### config.mk
export PLATFORM = sky130hd
export DESIGN_NAME = pipeline_hazard_ctrl_flat
export DESIGN_NICKNAME = d
export VERILOG_FILES = /design/src/rtl/mips_pipe_pkg.sv /design/src/rtl/pipeline_hazard_ctrl_if.sv /design/src/rtl/fwd_sel.sv /design/src/rtl/pipeline_hazard_ctrl.sv /design/src/flat_wrapper.sv
export SDC_FILE = /design/constraint.sdc
export NUM_CORES = 1
export LEC_CHECK = 0
export CELL_PAD_IN_SITES_DETAIL_PLACEMENT = 0
export CELL_PAD_IN_SITES_GLOBAL_PLACEMENT = 1
export CORE_MARGIN = 10
export CORE_UTILIZATION = 22
export DETAILED_ROUTE_END_ITERATION = 7
export GPL_ROUTABILITY_DRIVEN = 1
export PLACE_DENSITY = 0.86
export SETUP_SLACK_MARGIN = 0.2
export SLEW_MARGIN = 20
export SYNTH_ARGS = -nofsm -noshare
export SYNTH_HDL_FRONTEND = slang
export SYNTH_SLANG_ARGS = --single-unit
### constraint.sdc
create_clock -name clk -period 3.05 [get_ports clk]
set_clock_uncertainty 0.05 [all_clocks]
set_input_delay 0.4575 -clock clk [delete_from_list [all_inputs] [get_ports clk]]
set_output_delay 0.4575 -clock clk [all_outputs]
set_load 0.05 [all_outputs]
### src/rtl/mips_pipe_pkg.sv
// Shared types and constants for the MIPS pipeline hazard controller:
// controller state encoding, forward-select codes and the forwarding match helper.
package mips_pipe_pkg;

  typedef enum logic [1:0] {
    RUN     = 2'b00,
    MEMWAIT = 2'b01,
    ERROR   = 2'b10
  } hazState_t;

  localparam logic [1:0] FWD_RF  = 2'b00;
  localparam logic [1:0] FWD_WB  = 2'b01;
  localparam logic [1:0] FWD_MEM = 2'b10;

  // Register 0 is hard-wired to zero, so it never becomes a forwarding source.
  function automatic logic srcHit(input logic [4:0] src,
                                  input logic [4:0] dst,
                                  input logic       we);
    return we && (src != 5'd0) && (src == dst);
  endfunction

endpackage

### src/rtl/pipeline_hazard_ctrl_if.sv
// Hazard-control bundle between the pipeline datapath (master) and the
// hazard controller (slave).
interface pipeline_hazard_ctrl_if;

  logic [4:0]  RsD, RtD, RsE, RtE;
  logic [4:0]  WriteRegE, WriteRegM, WriteRegW;
  logic        RegWriteE, RegWriteM, RegWriteW;
  logic        MemtoRegE, MemtoRegM;
  logic        BranchD, MemReqM, MemReadyM;

  logic        StallF, StallD, StallE, StallM;
  logic        FlushE, FlushW;
  logic        ForwardAD, ForwardBD;
  logic [1:0]  ForwardAE, ForwardBE;
  logic        MemErr;
  logic [31:0] StallCnt, FlushCnt, MemWaitCnt;

  modport master (
    output RsD, RtD, RsE, RtE, WriteRegE, WriteRegM, WriteRegW,
           RegWriteE, RegWriteM, RegWriteW, MemtoRegE, MemtoRegM,
           BranchD, MemReqM, MemReadyM,
    input  StallF, StallD, StallE, StallM, FlushE, FlushW,
           ForwardAD, ForwardBD, ForwardAE, ForwardBE, MemErr,
           StallCnt, FlushCnt, MemWaitCnt
  );

  modport slave (
    input  RsD, RtD, RsE, RtE, WriteRegE, WriteRegM, WriteRegW,
           RegWriteE, RegWriteM, RegWriteW, MemtoRegE, MemtoRegM,
           BranchD, MemReqM, MemReadyM,
    output StallF, StallD, StallE, StallM, FlushE, FlushW,
           ForwardAD, ForwardBD, ForwardAE, ForwardBE, MemErr,
           StallCnt, FlushCnt, MemWaitCnt
  );

endinterface

### src/rtl/fwd_sel.sv
// E-stage operand forward select: M-stage result wins over W-stage result,
// otherwise the register file value is used.
module fwd_sel
  import mips_pipe_pkg::*;
(
  input  logic [4:0] src,
  input  logic [4:0] WriteRegM,
  input  logic       RegWriteM,
  input  logic [4:0] WriteRegW,
  input  logic       RegWriteW,
  output logic [1:0] fwd
);

  // Priority select, youngest producer first.
  always_comb begin
    fwd = FWD_RF;
    if (srcHit(src, WriteRegM, RegWriteM)) begin
      fwd = FWD_MEM;
    end else if (srcHit(src, WriteRegW, RegWriteW)) begin
      fwd = FWD_WB;
    end else begin
      fwd = FWD_RF;
    end
  end

endmodule

### src/rtl/pipeline_hazard_ctrl.sv
// Hazard/stall/forward controller for the 5-stage MIPS pipeline with a
// memory-wait timeout. Optional performance counters: HAZARD_PERF_CNT_EN.
module pipeline_hazard_ctrl
  import mips_pipe_pkg::*;
#(
  parameter int MEM_TIMEOUT = 15
)(
  input  logic                  clk,
  input  logic                  clr,
  pipeline_hazard_ctrl_if.slave hz
);

  localparam int WAIT_W = $clog2(MEM_TIMEOUT + 1);
  localparam logic [WAIT_W-1:0] WAIT_LAST = WAIT_W'(MEM_TIMEOUT - 1);
  localparam logic [WAIT_W-1:0] WAIT_MAX  = {WAIT_W{1'b1}};

  hazState_t         state, stateNext;
  logic [WAIT_W-1:0] waitCnt, waitNext;

  logic       lwStall, brStall, memStall, atTimeout;
  logic [1:0] fwdA, fwdB;
  logic       stallF, stallD, stallE, stallM, flushE, flushW;
  logic       fwdAD, fwdBD, memErr;
  logic [1:0] fwdAE, fwdBE;

  assign lwStall  = hz.MemtoRegE & ((hz.RtE == hz.RsD) | (hz.RtE == hz.RtD));
  assign brStall  = hz.BranchD &
                    ((hz.RegWriteE & ((hz.WriteRegE == hz.RsD) | (hz.WriteRegE == hz.RtD))) |
                     (hz.MemtoRegM & ((hz.WriteRegM == hz.RsD) | (hz.WriteRegM == hz.RtD))));
  assign memStall  = hz.MemReqM & ~hz.MemReadyM;
  assign atTimeout = (waitCnt == WAIT_LAST);

  fwd_sel uFwdA (
    .src       (hz.RsE),
    .WriteRegM (hz.WriteRegM),
    .RegWriteM (hz.RegWriteM),
    .WriteRegW (hz.WriteRegW),
    .RegWriteW (hz.RegWriteW),
    .fwd       (fwdA)
  );

  fwd_sel uFwdB (
    .src       (hz.RtE),
    .WriteRegM (hz.WriteRegM),
    .RegWriteM (hz.RegWriteM),
    .WriteRegW (hz.WriteRegW),
    .RegWriteW (hz.RegWriteW),
    .fwd       (fwdB)
  );

  // Controller state register.
  always_ff @(posedge clk or posedge clr) begin
    if (clr) begin
      state <= RUN;
    end else begin
      state <= stateNext;
    end
  end

  // Consecutive memory-wait counter; saturates rather than wrapping.
  always_ff @(posedge clk or posedge clr) begin
    if (clr) begin
      waitCnt <= '0;
    end else begin
      waitCnt <= waitNext;
    end
  end

  // Next wait count.
  always_comb begin
    waitNext = waitCnt;
    if (!memStall) begin
      waitNext = '0;
    end else if (waitCnt != WAIT_MAX) begin
      waitNext = waitCnt + WAIT_W'(1);
    end else begin
      waitNext = waitCnt;
    end
  end

  // Next state and stall/flush/forward decode. An unencoded state is treated
  // like ERROR so the pipeline freezes instead of running on corrupt control.
  always_comb begin
    stateNext = state;
    stallF = 1'b0;
    stallD = 1'b0;
    stallE = 1'b0;
    stallM = 1'b0;
    flushE = 1'b0;
    flushW = 1'b0;
    fwdAE  = FWD_RF;
    fwdBE  = FWD_RF;
    fwdAD  = 1'b0;
    fwdBD  = 1'b0;
    memErr = 1'b0;
    case (state)
      RUN, MEMWAIT: begin
        fwdAE = fwdA;
        fwdBE = fwdB;
        fwdAD = srcHit(hz.RsD, hz.WriteRegM, hz.RegWriteM);
        fwdBD = srcHit(hz.RtD, hz.WriteRegM, hz.RegWriteM);
        if (memStall) begin
          // Freeze everything up to M; the held D/E hazard is re-evaluated later.
          stallF = 1'b1;
          stallD = 1'b1;
          stallE = 1'b1;
          stallM = 1'b1;
          flushW = 1'b1;
          stateNext = atTimeout ? ERROR : MEMWAIT;
        end else begin
          stallF = lwStall | brStall;
          stallD = lwStall | brStall;
          flushE = lwStall | brStall;
          stateNext = RUN;
        end
      end
      ERROR: begin
        stallF = 1'b1;
        stallD = 1'b1;
        stallE = 1'b1;
        stallM = 1'b1;
        flushW = 1'b1;
        memErr = 1'b1;
        stateNext = ERROR;
      end
      default: begin
        stallF = 1'b1;
        stallD = 1'b1;
        stallE = 1'b1;
        stallM = 1'b1;
        flushW = 1'b1;
        memErr = 1'b1;
        stateNext = ERROR;
      end
    endcase
  end

  assign hz.StallF    = stallF;
  assign hz.StallD    = stallD;
  assign hz.StallE    = stallE;
  assign hz.StallM    = stallM;
  assign hz.FlushE    = flushE;
  assign hz.FlushW    = flushW;
  assign hz.ForwardAE = fwdAE;
  assign hz.ForwardBE = fwdBE;
  assign hz.ForwardAD = fwdAD;
  assign hz.ForwardBD = fwdBD;
  assign hz.MemErr    = memErr;

`ifdef HAZARD_PERF_CNT_EN
  logic [31:0] stallCnt, flushCnt, memWaitCnt;

  // Saturating performance counters.
  always_ff @(posedge clk or posedge clr) begin
    if (clr) begin
      stallCnt   <= 32'd0;
      flushCnt   <= 32'd0;
      memWaitCnt <= 32'd0;
    end else begin
      if (stallD && (stallCnt != 32'hFFFF_FFFF)) begin
        stallCnt <= stallCnt + 32'd1;
      end else begin
        stallCnt <= stallCnt;
      end
      if (flushE && (flushCnt != 32'hFFFF_FFFF)) begin
        flushCnt <= flushCnt + 32'd1;
      end else begin
        flushCnt <= flushCnt;
      end
      if (memStall && (memWaitCnt != 32'hFFFF_FFFF)) begin
        memWaitCnt <= memWaitCnt + 32'd1;
      end else begin
        memWaitCnt <= memWaitCnt;
      end
    end
  end

  assign hz.StallCnt   = stallCnt;
  assign hz.FlushCnt   = flushCnt;
  assign hz.MemWaitCnt = memWaitCnt;
`else
  assign hz.StallCnt   = 32'd0;
  assign hz.FlushCnt   = 32'd0;
  assign hz.MemWaitCnt = 32'd0;
`endif

endmodule
### src/flat_wrapper.sv
// flat-port wrapper written by rule: the top's interface ports become plain ports
module pipeline_hazard_ctrl_flat import mips_pipe_pkg::*;
#(
  parameter int MEM_TIMEOUT = 15
)
  (clk, clr, hz_RsD, hz_RtD, hz_RsE, hz_RtE, hz_WriteRegE, hz_WriteRegM, hz_WriteRegW, hz_RegWriteE, hz_RegWriteM, hz_RegWriteW, hz_MemtoRegE, hz_MemtoRegM, hz_BranchD, hz_MemReqM, hz_MemReadyM, hz_StallF, hz_StallD, hz_StallE, hz_StallM, hz_FlushE, hz_FlushW, hz_ForwardAD, hz_ForwardBD, hz_ForwardAE, hz_ForwardBE, hz_MemErr, hz_StallCnt, hz_FlushCnt, hz_MemWaitCnt);
  pipeline_hazard_ctrl_if hz_i ();
  input  logic clk;
  input  logic clr;
  input wire logic [$bits(hz_i.RsD)-1:0] hz_RsD;
  input wire logic [$bits(hz_i.RtD)-1:0] hz_RtD;
  input wire logic [$bits(hz_i.RsE)-1:0] hz_RsE;
  input wire logic [$bits(hz_i.RtE)-1:0] hz_RtE;
  input wire logic [$bits(hz_i.WriteRegE)-1:0] hz_WriteRegE;
  input wire logic [$bits(hz_i.WriteRegM)-1:0] hz_WriteRegM;
  input wire logic [$bits(hz_i.WriteRegW)-1:0] hz_WriteRegW;
  input wire logic [$bits(hz_i.RegWriteE)-1:0] hz_RegWriteE;
  input wire logic [$bits(hz_i.RegWriteM)-1:0] hz_RegWriteM;
  input wire logic [$bits(hz_i.RegWriteW)-1:0] hz_RegWriteW;
  input wire logic [$bits(hz_i.MemtoRegE)-1:0] hz_MemtoRegE;
  input wire logic [$bits(hz_i.MemtoRegM)-1:0] hz_MemtoRegM;
  input wire logic [$bits(hz_i.BranchD)-1:0] hz_BranchD;
  input wire logic [$bits(hz_i.MemReqM)-1:0] hz_MemReqM;
  input wire logic [$bits(hz_i.MemReadyM)-1:0] hz_MemReadyM;
  output wire logic [$bits(hz_i.StallF)-1:0] hz_StallF;
  output wire logic [$bits(hz_i.StallD)-1:0] hz_StallD;
  output wire logic [$bits(hz_i.StallE)-1:0] hz_StallE;
  output wire logic [$bits(hz_i.StallM)-1:0] hz_StallM;
  output wire logic [$bits(hz_i.FlushE)-1:0] hz_FlushE;
  output wire logic [$bits(hz_i.FlushW)-1:0] hz_FlushW;
  output wire logic [$bits(hz_i.ForwardAD)-1:0] hz_ForwardAD;
  output wire logic [$bits(hz_i.ForwardBD)-1:0] hz_ForwardBD;
  output wire logic [$bits(hz_i.ForwardAE)-1:0] hz_ForwardAE;
  output wire logic [$bits(hz_i.ForwardBE)-1:0] hz_ForwardBE;
  output wire logic [$bits(hz_i.MemErr)-1:0] hz_MemErr;
  output wire logic [$bits(hz_i.StallCnt)-1:0] hz_StallCnt;
  output wire logic [$bits(hz_i.FlushCnt)-1:0] hz_FlushCnt;
  output wire logic [$bits(hz_i.MemWaitCnt)-1:0] hz_MemWaitCnt;
  assign hz_i.RsD = hz_RsD;
  assign hz_i.RtD = hz_RtD;
  assign hz_i.RsE = hz_RsE;
  assign hz_i.RtE = hz_RtE;
  assign hz_i.WriteRegE = hz_WriteRegE;
  assign hz_i.WriteRegM = hz_WriteRegM;
  assign hz_i.WriteRegW = hz_WriteRegW;
  assign hz_i.RegWriteE = hz_RegWriteE;
  assign hz_i.RegWriteM = hz_RegWriteM;
  assign hz_i.RegWriteW = hz_RegWriteW;
  assign hz_i.MemtoRegE = hz_MemtoRegE;
  assign hz_i.MemtoRegM = hz_MemtoRegM;
  assign hz_i.BranchD = hz_BranchD;
  assign hz_i.MemReqM = hz_MemReqM;
  assign hz_i.MemReadyM = hz_MemReadyM;
  assign hz_StallF = hz_i.StallF;
  assign hz_StallD = hz_i.StallD;
  assign hz_StallE = hz_i.StallE;
  assign hz_StallM = hz_i.StallM;
  assign hz_FlushE = hz_i.FlushE;
  assign hz_FlushW = hz_i.FlushW;
  assign hz_ForwardAD = hz_i.ForwardAD;
  assign hz_ForwardBD = hz_i.ForwardBD;
  assign hz_ForwardAE = hz_i.ForwardAE;
  assign hz_ForwardBE = hz_i.ForwardBE;
  assign hz_MemErr = hz_i.MemErr;
  assign hz_StallCnt = hz_i.StallCnt;
  assign hz_FlushCnt = hz_i.FlushCnt;
  assign hz_MemWaitCnt = hz_i.MemWaitCnt;
  pipeline_hazard_ctrl #(.MEM_TIMEOUT(MEM_TIMEOUT)) u_core (.clk(clk), .clr(clr), .hz(hz_i));
endmodule
==> metrics.cfg, run 1 <==
[status]
outcome=finished clean

[drt]
dr.pass1.iters=4
antenna_left=0
routed_wl_um=5230
drtIter0Drc=21
wl_per_cell_um=13.6
drc=0
via_per_inst=3.54
via_count=1361

[sta]
slew_viol_final=0
period_share_pct=91.0
finalSetupViolCount=0
rsz0062_at_grt=no
finalHoldViolations=0
worst_pin_slew_ns=0.503
fmax_mhz=360
min_period_ns=2.77
finalSetupTns_ns=0
slew_headroom_pct=66.3

[power]
sw_frac_of_total_pct=59.7
pwr_density_cell_nw_per_um2=312
combPwrFrac_pct=71.9
clkPwrFrac_pct=17.8
max-vdd-ir-drop_uv=99.9
finalPower_mw=0.685
p_leak_nw=0.978
seqPwrFrac_pct=10.3
intPower_mw=0.276
p_switching_mw=0.409

[clock_network]
cts_hold_buffers=0
cts_buffers=3
clockBufferDepth=2
htreeDepth=1
cts-root-buf=clkbuf_8
cts.clk_slew.worst_paths_ns=0.04
clock-sinks=5
worstSkewPairLatency_ns=0.22
tritoncts=yes

[yosys]
synth_mux_area_share_pct=0
syn_area_um2=1750
synth-edff-count=0
syn_avg_cell_area_um2=7.70
synthXorXnorAreaFrac_pct=25.6
synth_area_leaders=buf_4 (43%), xnor2_1 (17%), xor2_1 (9.0%), dfrtp_1 (7.2%), nand4_1 (2.1%)
yosysUniqueCellTypes=34
synth_seq_cells=5
yosysWarnings=0
synth_top_cell_area_share_pct=42.5
async_reset_ff_share_pct=100
yosys.area.top_type=buf_4
synth_top_family_by_area=buffers and inverters
synth_simple_gate_area_share_pct=17.2
yosysSeqAreaShare_pct=7.16
synthFlopType=dfrtp_1
syn_inst=227
synth_compound_area_share_pct=3.15
synthAdderAreaFrac_pct=1.43

[layout]
utilization_pct=28.4
n_fill_cell=872
multiInputGateArea_um2=1200
regArea_um2=125
final_nets=331
drive_gt1_share_pct=8.83
area_growth_pct=25.7
diodes=0

[global_routing]
grt_pass1_wl_um=7580
antenna_found_initial=0
grt_pass1_vias=1554
grt_usage_pct=7.78
grt_max_degree=7
grt_overflow=0

[worst_setup_path]
cp.required_ns=2.54
worstSetupEndpointType=primary output
cp_max_fo=3
reg2reg_slack_ns=1.79
cp-start-kind=input port
arrival_ns=2.27
critPathKind=input port to primary output

[floorplan]
io_pins=154
start_util_pct=22.6
num_rows=32
core_um2=7730
die_w_um=109
die_area_um2=11900
die_h_um=109

[run]
maxCapViolCount=0

[placement]
gp_congestion=0.755
io_buffers=57
hpwlAfterDp_um=4900

[worst_hold_path]
hold_path_class=input port to asynchronous set/reset pin

## cells in the final DEF (no fill, tap or decap), drive strengths merged, types with 2 or more instances in the layout
cell,instances
xor2,18
and3,2
nor4,4
conb,96
nand4,6
nor2b,4
nand3,5
nor2,10
dfrtp,5
buf,14
clkbuf,4
nand2b,2
xnor2,33
nand2,7
dlymetal6s2s,3
inv,2
or4,4
clkdlybuf4s50,44
nor3,6
ha,2
o21ai,3
## logic make-up (layout without fill, tap and decap cells)
group | count (synthesis) | count (layout)
xor gates and xnor gates | 51 | 51
AOI/OAI and AO/OA | 9 | 9
DFF | 5 | 5
buffers and inverters | 107 | 68
other | 1 | 96
and+or+nand+nor | 52 | 52
adders and majority gates | 2 | 2
## final timing paths
path	cells past startpoint	startpoint	end
worst max-delay path	6	hz_RsE[0]	hz_ForwardAE[0]
worst min-delay path	2	clr	u_core.waitCnt[2]$_DFFE_PP0P_
worst max register to register	4	u_core.waitCnt[0]$_DFFE_PP0P_	u_core.waitCnt[1]$_DFFE_PP0P_
worst min register to register	2	u_core.waitCnt[3]$_DFFE_PP0P_	u_core.state[1]$_DFF_PP0_
max in group asynchronous	2	clr	u_core.waitCnt[1]$_DFFE_PP0P_
min in group clk	2	u_core.waitCnt[3]$_DFFE_PP0P_	u_core.state[1]$_DFF_PP0_
## area by class of cell
| cell class | count | area share, % |
|---|---|---|
| timing repair buffer | 62 | 31.4 |
| inverter | 2 | 0.342 |
| clock buffer | 4 | 2.05 |
| multi-input combinational | 210 | 54.7 |
| sequential | 5 | 5.69 |
| tap | 102 | 5.81 |
## worst max-delay path: stages
cell and delay, ns:
clkdlybuf4s50_1 0.46, or4_1 0.55, nor2_2 0.14, nor4_1 0.09
nor4_2 0.26, bufbuf_16 0.32
## flip-flops by register name, indices dropped and copies added, names as in the netlist
signal	count
u_core.state	1
u_core.waitCnt	4
## per-stage QoR
stage                     hold slack, ns  cell area, µm²  std cells  setup slack (ns)
after CTS                          0.395            2160        384             0.208
after global placement             0.533            2120        380             0.268
after floorplan                    0.186            2110        322             0.288
after detailed placement           0.546            2120        380             0.176
final                              0.391            2200        385             0.275
after global routing               0.406            2200        385             0.182
## per-layer routing
metal | vias to the layer above | global-route usage (%) | routed length [µm]
met1 | 617 | 8.55 | 1960
met4 | 0 | 1.69 | 44
met5 | - | 0 | 0
met2 | 91 | 14.3 | 2590
li1 | 649 | - | -
met3 | 4 | 2.36 | 637
## what timing repair did
item                       in CTS  in global routing
buffers inserted                0                  1
setup endpoints to repair       1                  5
pin swaps                       1                  2
gates resized for setup         0                  6
hold endpoints to repair        0                  0
## cell usage after synthesis, types with 2 or more instances
cell type / count
buf_4: 99
xnor2_1: 33
xor2_1: 18
nor2_1: 9
nand2_1: 7
nand4_1: 6
nor3_1: 6
dfrtp_1: 5
nand3_1: 5
nor2b_1: 4
clkbuf_1: 3
or4_1: 3
and3_1: 2
ha_1: 2
inv_1: 2
nand2b_1: 2
nor4_1: 2
nor4_2: 2
o21ai_1: 2
## power groups by stage
| stage | combinational (mW) | sequential (mW) | clock [mW] |
|---|---|---|---|
| 2_1_floorplan | 0.475 | 0.0717 | 0 |
| 3_3_place_gp | 0.483 | 0.0713 | 0 |
| 3_5_place_dp | 0.487 | 0.0717 | 0 |
| 4_1_cts | 0.488 | 0.0709 | 0.125 |
| 5_1_grt | 0.519 | 0.0711 | 0.132 |
| 6_report | 0.492 | 0.0708 | 0.122 |
Power figures use the tool's default switching activity.
==> run 2: changes to the inputs <==
--- a/config.mk
+++ b/config.mk
@@ -11,9 +11,12 @@
 export CORE_UTILIZATION = 22
 export DETAILED_ROUTE_END_ITERATION = 7
 export GPL_ROUTABILITY_DRIVEN = 1
+export MAX_ROUTING_LAYER = met4
 export PLACE_DENSITY = 0.86
+export REMOVE_ABC_BUFFERS = 1
 export SETUP_SLACK_MARGIN = 0.2
 export SLEW_MARGIN = 20
 export SYNTH_ARGS = -nofsm -noshare
 export SYNTH_HDL_FRONTEND = slang
 export SYNTH_SLANG_ARGS = --single-unit
+export TNS_END_PERCENT = 20
==> run 2 against run 1 <==
  * Cell area shrank 1.0%
  * Hold slack better by 0.021 ns
  * Highest routed layer unchanged
  * Routed wire length rose by 2.4%
  * Critical path type unchanged
==> metrics.cfg, run 2 (synthesis gave the netlist of run 1 again) <==
[layout]
diodes=0  ; unchanged
drive_gt1_share_pct=7.77  ; was 8.83%
final_nets=331  ; unchanged
multiInputGateArea_um2=1190  ; was 1200 µm²
mostFrequentLayoutCells=conb_1 (96), clkdlybuf4s50_1 (45), xnor2_1 (33), xor2_1 (18), nor2_1 (9)  ; was conb_1 (96), clkdlybuf4s50_1 (44), xnor2_1 (33), xor2_1 (18)
utilization_pct=28.1  ; was 28.4%
layout_commonest_cell=conb_1  ; unchanged
final_cell_area_um2=2170  ; was 2200 µm²
n_fill_cell=833  ; was 872
area_growth_pct=24.4  ; was 25.7%
largest_register_ffs=4  ; unchanged
regArea_um2=125  ; unchanged
top_regs=u_core.waitCnt x4, u_core.state x1  ; unchanged
final_cell_count_no_fill=385  ; unchanged
regMostFlops=u_core.waitCnt  ; unchanged

[floorplan]
io_pins=154  ; unchanged
die_h_um=109  ; unchanged
start_util_pct=22.6  ; unchanged
num_rows=32  ; unchanged
die_w_um=109  ; unchanged
core_um2=7730  ; unchanged
die_area_um2=11900  ; unchanged

[drt]
via_per_inst=3.50  ; was 3.54
via_count=1348  ; was 1361
dr.pass1.iters=6  ; was 4
routed_wl_um=5360  ; was 5230 µm
antenna_left=0  ; unchanged
drtIter0Drc=36  ; was 21
drc=0  ; unchanged
wl_per_cell_um=13.9  ; was 13.6 µm

[clock_network]
worstSkewPairLatency_ns=0.22  ; about the same
post-cts-setup-buffers=0  ; unchanged
cts_buffers=3  ; unchanged
clock-sinks=5  ; unchanged
htreeDepth=1  ; unchanged
cts-root-buf=clkbuf_8  ; unchanged
cts.clk_slew.worst_paths_ns=0.04  ; about the same
tritoncts=yes  ; unchanged
clockBufferDepth=2  ; unchanged

[global_routing]
grt_usage_pct=8.33  ; was 7.78%
grt_pass1_vias=1476  ; was 1554
antenna_found_initial=0  ; unchanged
grt_max_degree=8  ; was 7
grt_pass1_wl_um=7800  ; was 7580 µm
grt_overflow=0  ; unchanged

[sta]
slew_viol_final=0  ; unchanged
worst_pin_slew_ns=0.514  ; was 0.503 ns
layout_setup_ws_ns=0.273  ; was 0.275 ns
finalSetupViolCount=0  ; unchanged
finalHoldViolations=0  ; unchanged
min_period_ns=2.78  ; was 2.77 ns
fmax_mhz=360  ; about the same
slew_headroom_pct=65.6  ; was 66.3%
period_share_pct=91.0  ; about the same
rsz0062_at_grt=yes  ; was no

[placement]
io_buffers=57  ; unchanged
hpwlAfterDp_um=4860  ; was 4900 µm
postPlaceCellArea_um2=2120  ; about the same
placed_cells=381  ; was 380
gp_congestion=0.827  ; was 0.755
preCtsSetupSlack_ns=0.109  ; was 0.176 ns

[power]
finalPower_mw=0.684  ; was 0.685 mW
p_leak_nw=0.962  ; was 0.978 nW
max-vdd-ir-drop_uv=101  ; was 99.9 µV
pwr_density_cell_nw_per_um2=315  ; was 312 nW/µm²

[worst_setup_path]
startpoint=hz_WriteRegM[3]  ; was hz_RsE[0]
critPathKind=input port to primary output  ; unchanged
worstSetupEndpointType=primary output  ; unchanged
cp-start-kind=input port  ; unchanged
r2r-start=u_core.waitCnt[0]$_DFFE_PP0P_  ; unchanged
arrival_ns=2.27  ; about the same
cp_max_fo=4  ; was 3
cp.required_ns=2.54  ; about the same

[worst_hold_path]
hold_path_class=input port to asynchronous set/reset pin  ; unchanged

[run]
maxCapViolCount=0  ; unchanged

[status]
outcome=finished clean  ; unchanged

## run 2: worst paths after layout
check	endpoint	slack, ns	cells past startpoint
max	hz_FlushE	0.27	8
min	u_core.waitCnt[3]$_DFFE_PP0P_	0.41	2
max reg2reg	u_core.waitCnt[1]$_DFFE_PP0P_	1.79	4
min reg2reg	u_core.state[1]$_DFF_PP0_	0.54	2
max in group asynchronous	u_core.state[1]$_DFF_PP0_	2.36	2
min in group clk	u_core.state[1]$_DFF_PP0_	0.54	2
## run 2: cell type report
class	count	share of cell area, %
Timing Repair Buffer	62	31.1
Inverter	2	0.345
Sequential cell	5	5.75
Multi-Input combinational cell	210	54.8
Tap cell	102	5.87
Clock buffer	4	2.07
## run 2: per-stage QoR
stage / hold slack, ns / TNS [ns]
2_1_floorplan: 0.186 / -0.832
3_3_place_gp: 0.531 / 0
3_5_place_dp: 0.544 / 0
4_1_cts: 0.412 / 0
5_1_grt: 0.433 / 0
6_report: 0.412 / 0
## run 2: report_power, final
group / internal [mW] / switching (mW)
clock: 0.0897 / 0.0325
combinational: 0.117 / 0.373
sequential: 0.0687 / 0.00357
## run 2: critical path, cell delays in order
cell	delay, ns
clkdlybuf4s50_1	0.52
xor2_1	0.21
nor3_1	0.25
and3_1	0.21
o31ai_2	0.08
buf_4	0.15
a21oi_1	0.21
buf_12	0.17
## run 2: repair_timing
action                                  CTS  global route
hold buffers                              0             0
gates resized for setup                   2             2
endpoints found under the hold margin     0             0
gates cloned                              0             0
endpoints found under the setup margin    3             4
## run 2: per-layer routing
metal	routed length [µm]	global-route usage, %	up-vias
li1	-	-	648
met1	2050	9.19	617
met2	2860	15.9	81
met3	433	0.944	2
met4	18	1.22	0
met5	0	-	-
